==> src/rtl/mac_tx_sequencer.sv <==
// MAC TX frame sequencer: selects header/data/idle/IFG/error words for the frame
// generator and pops the TX frame buffer during the data phase.
module mac_tx_sequencer #(
  parameter int HDR_BEATS     = 1,
  parameter int W_MAC_HDR_CNT = 1,
  parameter int IFG_BEATS     = 2,
  parameter int MAX_BEATS     = 190,
  parameter int W_BEAT_CNT    = 8
) (
  input  logic                     i_clk,
  input  logic                     i_reset,
  input  logic                     i_clk_en,
  input  logic                     i_frame_avail,
  input  logic                     i_buf_empty,
  input  logic                     i_buf_last,
  output logic                     o_buf_ren,
  output logic                     o_gen_hdr,
  output logic [W_MAC_HDR_CNT-1:0] o_hdr_id,
  output logic                     o_gen_data,
  output logic                     o_gen_idle,
  output logic                     o_gen_ifg,
  output logic                     o_gen_error,
  output logic                     o_busy,
  output logic                     o_frame_done,
  output logic                     o_abort
);

  localparam int W_IFG_CNT = (IFG_BEATS > 1) ? $clog2(IFG_BEATS) : 1;

  localparam logic [W_MAC_HDR_CNT-1:0] HDR_LAST  = W_MAC_HDR_CNT'(HDR_BEATS - 1);
  localparam logic [W_BEAT_CNT-1:0]    BEAT_LAST = W_BEAT_CNT'(MAX_BEATS - 1);
  localparam logic [W_IFG_CNT-1:0]     IFG_LAST  = W_IFG_CNT'(IFG_BEATS - 1);

  typedef enum logic [2:0] {
    ST_IDLE,
    ST_HDR,
    ST_DATA,
    ST_ERR,
    ST_IFG
  } state_e;

  state_e                   state_q, state_d;
  logic [W_MAC_HDR_CNT-1:0] hdrCnt_q, hdrCnt_d;
  logic [W_BEAT_CNT-1:0]    beatCnt_q, beatCnt_d;
  logic [W_IFG_CNT-1:0]     ifgCnt_q, ifgCnt_d;

  always_ff @(posedge i_clk) begin
    if (i_reset) begin
      state_q   <= ST_IDLE;
      hdrCnt_q  <= '0;
      beatCnt_q <= '0;
      ifgCnt_q  <= '0;
    end else if (i_clk_en) begin
      state_q   <= state_d;
      hdrCnt_q  <= hdrCnt_d;
      beatCnt_q <= beatCnt_d;
      ifgCnt_q  <= ifgCnt_d;
    end
  end

  // Pops and pulses are suppressed while reset is asserted so a frame cut off
  // by reset leaves the buffer untouched.
  always_comb begin
    state_d      = state_q;
    hdrCnt_d     = hdrCnt_q;
    beatCnt_d    = beatCnt_q;
    ifgCnt_d     = ifgCnt_q;
    o_buf_ren    = 1'b0;
    o_frame_done = 1'b0;
    o_abort      = 1'b0;
    if (i_clk_en && !i_reset) begin
      case (state_q)
        ST_IDLE: begin
          if (i_frame_avail) begin
            state_d  = ST_HDR;
            hdrCnt_d = '0;
          end
        end
        ST_HDR: begin
          if (hdrCnt_q == HDR_LAST) begin
            state_d   = ST_DATA;
            beatCnt_d = '0;
          end else begin
            hdrCnt_d = hdrCnt_q + W_MAC_HDR_CNT'(1);
          end
        end
        ST_DATA: begin
          if (i_buf_empty) begin
            o_abort = 1'b1;
            state_d = ST_ERR;
          end else begin
            o_buf_ren = 1'b1;
            beatCnt_d = beatCnt_q + W_BEAT_CNT'(1);
            if (i_buf_last) begin
              o_frame_done = 1'b1;
              state_d      = ST_IFG;
              ifgCnt_d     = '0;
            end else if (beatCnt_q == BEAT_LAST) begin
              o_abort = 1'b1;
              state_d = ST_ERR;
            end
          end
        end
        ST_ERR: begin
          state_d  = ST_IFG;
          ifgCnt_d = '0;
        end
        ST_IFG: begin
          if (ifgCnt_q == IFG_LAST) begin
            if (i_frame_avail) begin
              state_d  = ST_HDR;
              hdrCnt_d = '0;
            end else begin
              state_d = ST_IDLE;
            end
          end else begin
            ifgCnt_d = ifgCnt_q + W_IFG_CNT'(1);
          end
        end
        default: state_d = ST_IDLE;
      endcase
    end
  end

  assign o_gen_idle  = (state_q == ST_IDLE);
  assign o_gen_hdr   = (state_q == ST_HDR);
  assign o_gen_data  = (state_q == ST_DATA);
  assign o_gen_error = (state_q == ST_ERR);
  assign o_gen_ifg   = (state_q == ST_IFG);
  assign o_hdr_id    = (state_q == ST_HDR) ? hdrCnt_q : '0;
  assign o_busy      = (state_q == ST_HDR) || (state_q == ST_DATA) || (state_q == ST_ERR);

endmodule

==> config.mk <==
export PLATFORM = sky130hd
export DESIGN_NAME = mac_tx_sequencer
export DESIGN_NICKNAME = d
export VERILOG_FILES = /design/src/rtl/mac_tx_sequencer.sv
export SDC_FILE = /design/constraint.sdc
export NUM_CORES = 1
export LEC_CHECK = 0
export ABC_AREA = 1
export CORE_ASPECT_RATIO = 1.5
export CORE_MARGIN = 2
export CORE_UTILIZATION = 25
export DETAILED_ROUTE_END_ITERATION = 8
export GPL_TIMING_DRIVEN = 0
export HOLD_SLACK_MARGIN = 0.06
export PLACE_DENSITY_LB_ADDON = 0.3
export SYNTH_ARGS = -nofsm -noshare
export SYNTH_HDL_FRONTEND = slang
export SYNTH_SLANG_ARGS = --single-unit
==> constraint.sdc <==
create_clock -name i_clk -period 2 [get_ports i_clk]
set_input_delay 0.2 -clock i_clk [delete_from_list [all_inputs] [get_ports i_clk]]
set_output_delay 0.2 -clock i_clk [all_outputs]
set_load 0.01 [all_outputs]
==> qor.log <==
qor: timing.setup_viol 0
qor: die.fp.coreArea 3159 sq um
qor: worst_setup_path.cp_class register to primary output
qor: placement.dpl_wire_length 1.720 mm
qor: run_status.outcome complete, no violations
qor: pwr.cellPowerDensity 564.4 nW/um^2
qor: timing.hold_slack 0.3870 ns
qor: synthesis.number_of_distinct_library_cell_variants_in_the_gate_level_netlist_after_synthesis 20
qor: synthesis.net_count_synth 145
qor: die.die_y 74.66 microns
qor: clock_network.cts-root-to-sink-buffers 2
qor: synthesis.async_reset_ff_share 0%
qor: timing.hold_violations 0
qor: die.die-area 3815 sq um
qor: pwr.p_leak 0.4702 nW
qor: run.timing.max_cap.violations 0
qor: worst_setup_path.critPathArrivalTime 1.73 ns
qor: timing.fmax 517.1 MHz
qor: worst_hold_path.timing.hold.worst.class primary input to register
qor: clock_network.clock_insertion_delay_worst_skew 0.24 ns
qor: clock_network.ctsHoldBuffers 0
qor: synthesis.postSynthRegisterBits 12
qor: timing.timing.final.crit_period 1.934 ns
qor: clock_network.numCtsBuffers 3
qor: synthesis.ys_seq_area_share 28.87%
qor: synthesis.synthesis.area 832.0 sq um
qor: synthesis.postSynth.topFlopCell sky130_fd_sc_hd__dfxtp_1
qor: detailed_routing.route.final.wire_length 2.129 mm
qor: layout.post_route_cells_drive_above_1_share 16.13%
qor: placement.place.gp.congestion 0.8264
qor: clock_network.worst_setup_hold_path_clk_slew 0.05 ns
qor: timing.layout_worst_path_cycle_share 96.70%
qor: detailed_routing.vias_after_detailed_routing 885
qor: layout.layout.cell_area.non_filler 1090 sq um
qor: synthesis.share_of_the_synthesized_area_in_the_top_cell_type 28.87%
qor: die.number_of_core_rows 25
qor: timing.grt_setup_unrepaired yes
qor: global_routing.globalRoute.totalOverflow 0
qor: worst_setup_path.setup.worst_path.end_class primary output
qor: layout.nNetsFinal 165
qor: timing.post-route-worst-setup-slack 0.06610 ns
qor: die.initial_core_util 26.34%
qor: global_routing.vias_in_the_first_global_route 848
qor: pwr.fin_total_pwr 0.0006151 W
qor: die.floorplan.die.width 51.11 microns
qor: layout.fill_cells 353
qor: pwr.vdd_ir_drop_max 0.3231 mV
qor: global_routing.antenna_found_initial 0
qor: layout.layout_area_overhead 30.98%
qor: global_routing.grt_use_total 12.25%
qor: global_routing.largest_net_degree_at_the_start_of_global_routing 11
qor: detailed_routing.drt_iter0_drcs 16
qor: synthesis.number_of_flops_mapped_to_enable_cells_by_yosys 0
qor: detailed_routing.first_pass_iters 4
qor: placement.postPlaceCellArea 1022 sq um
qor: worst_setup_path.critical_path.startpoint_type register
qor: clock_network.cts_htree_levels 1
qor: synthesis.synth_area_per_cell 6.073 sq um
qor: timing.fin_worst_skew 0.0003571 ns
qor: placement.place.port_buffers 14
qor: timing.slew_viol_final 0
qor: detailed_routing.avgViaCountPerCell 4.538
qor: clock_network.ctsRootBufferMaster sky130_fd_sc_hd__clkbuf_8
qor: synthesis.ys_warn_count 0
qor: die.io_pins 16
qor: synthesis.synthCells 137
qor: worst_setup_path.worst-path-max-fanout 7
qor: synthesis.synth_area_leader_cell sky130_fd_sc_hd__dfxtp_1
qor: worst_setup_path.critical_path_required 1.80 ns
qor: detailed_routing.routed_length_per_placed_instance 10.92 microns
qor: layout.num_antenna_cells 0
qor: detailed_routing.antenna_violating_nets_post_route 0
qor: clock_network.numClockSinks 12
qor: synthesis.synth.most_common_cell sky130_fd_sc_hd__nor2_1
qor: synthesis.synth_top_cells_by_area sky130_fd_sc_hd__dfxtp_1 (29%), sky130_fd_sc_hd__nor2_1 (15%), sky130_fd_sc_hd__nand2_1 (11%), sky130_fd_sc_hd__nand3_1 (8.4%), sky130_fd_sc_hd__inv_1 (7.7%)
qor: placement.place_worst_setup_slack -0.08675 ns
qor: detailed_routing.drc 0
qor: synthesis.ys_top_cells_by_count sky130_fd_sc_hd__nor2_1 (34), sky130_fd_sc_hd__nand2_1 (25), sky130_fd_sc_hd__inv_1 (17)
qor: global_routing.first_pass_grt_wire_length 3.532 mm
qor: clock_network.tritoncts built
qor: timing.timing.setup.tns 0 ns
## cells by family after synthesis
kind of cell	after synthesis	synth area share (%)
and+or+nand+nor	89	49.62
AOI/OAI and AO/OA	12	7.519
DFF	12	28.87
xor gates and xnor gates	1	1.053
other	1	0.4507
adders and majority gates	2	3.007
buffers and inverters	20	9.474
## cell type report
class,count,area (sq um),area share [%]
multi-input cells,105,528.0,48.45
flip-flops and latches,12,242.7,22.27
repair buffers,15,148.9,13.66
inverters,19,71.32,6.544
well taps,40,50.05,4.592
clock buffers,3,41.29,3.789
plain buffers,1,7.507,0.6889
## worst max-delay path, cell delays in order (launching register included)
cell and delay [ns]:
sky130_fd_sc_hd__dfxtp_2 0.36, sky130_fd_sc_hd__inv_2 0.09, sky130_fd_sc_hd__nand2_2 0.09, sky130_fd_sc_hd__nor2_4 0.17, sky130_fd_sc_hd__nand3_2 0.13, sky130_fd_sc_hd__nor2_1 0.11
sky130_fd_sc_hd__clkdlybuf4s50_1 0.54
## final timing paths
check,slack [ns],depth (start not counted),end,start
worst max-delay path,0.07,6,o_frame_done,state_q[2]
worst min-delay path,0.39,2,beatCnt_q[7],i_reset
worst max register to register,0.58,6,state_q[0],state_q[0]
worst min register to register,0.50,2,beatCnt_q[4],beatCnt_q[4]
## registers in the layout (all words and copies together) (netlist names)
name	cells
ifgCnt_q	1
beatCnt_q	8
state_q	3
## placed cells by master, fill, tap and decap left out, drive strengths merged
cell	count
nand2	29
a21boi	1
clkbuf	3
conb	1
xor2	1
buf	2
nand3	16
dlygate4sd2	1
inv	19
a21oi	8
nor3	1
ha	2
nand4	1
o21ai	3
clkdlybuf4s50	12
nor2	42
dfxtp	12
dlymetal6s2s	1
## stage by stage
stage	utilization [%]	cells
CTS	34.30	195
finish	34.50	195
global route	34.50	195
floorplan	-	137
global placement	32.36	191
detailed placement	32.36	191
## where the power goes
group	internal (W)	leakage, nW	total [W]	switching, W
logic	0.0000589	0.351	0.000135	0.0000763
clock network	0.000133	0.0216	0.000220	0.0000871
registers	0.000248	0.0980	0.000260	0.0000122
## layer usage
metal  global-route usage, %  vias up  wire [microns]
li1                        -      463               -
met1                   12.15      391             836
met2                   24.39       24            1152
met3                   1.389        7              83
met4                   6.306        0              56
met5                       0        -               0
## what timing repair did
action                                  in CTS  in global routing
gates resized for setup                      5                  3
pin swaps                                    0                  0
setup buffers                                1                  0
endpoints found under the setup margin       2                  2
No activity file was read; power rests on OpenSTA's default activity.
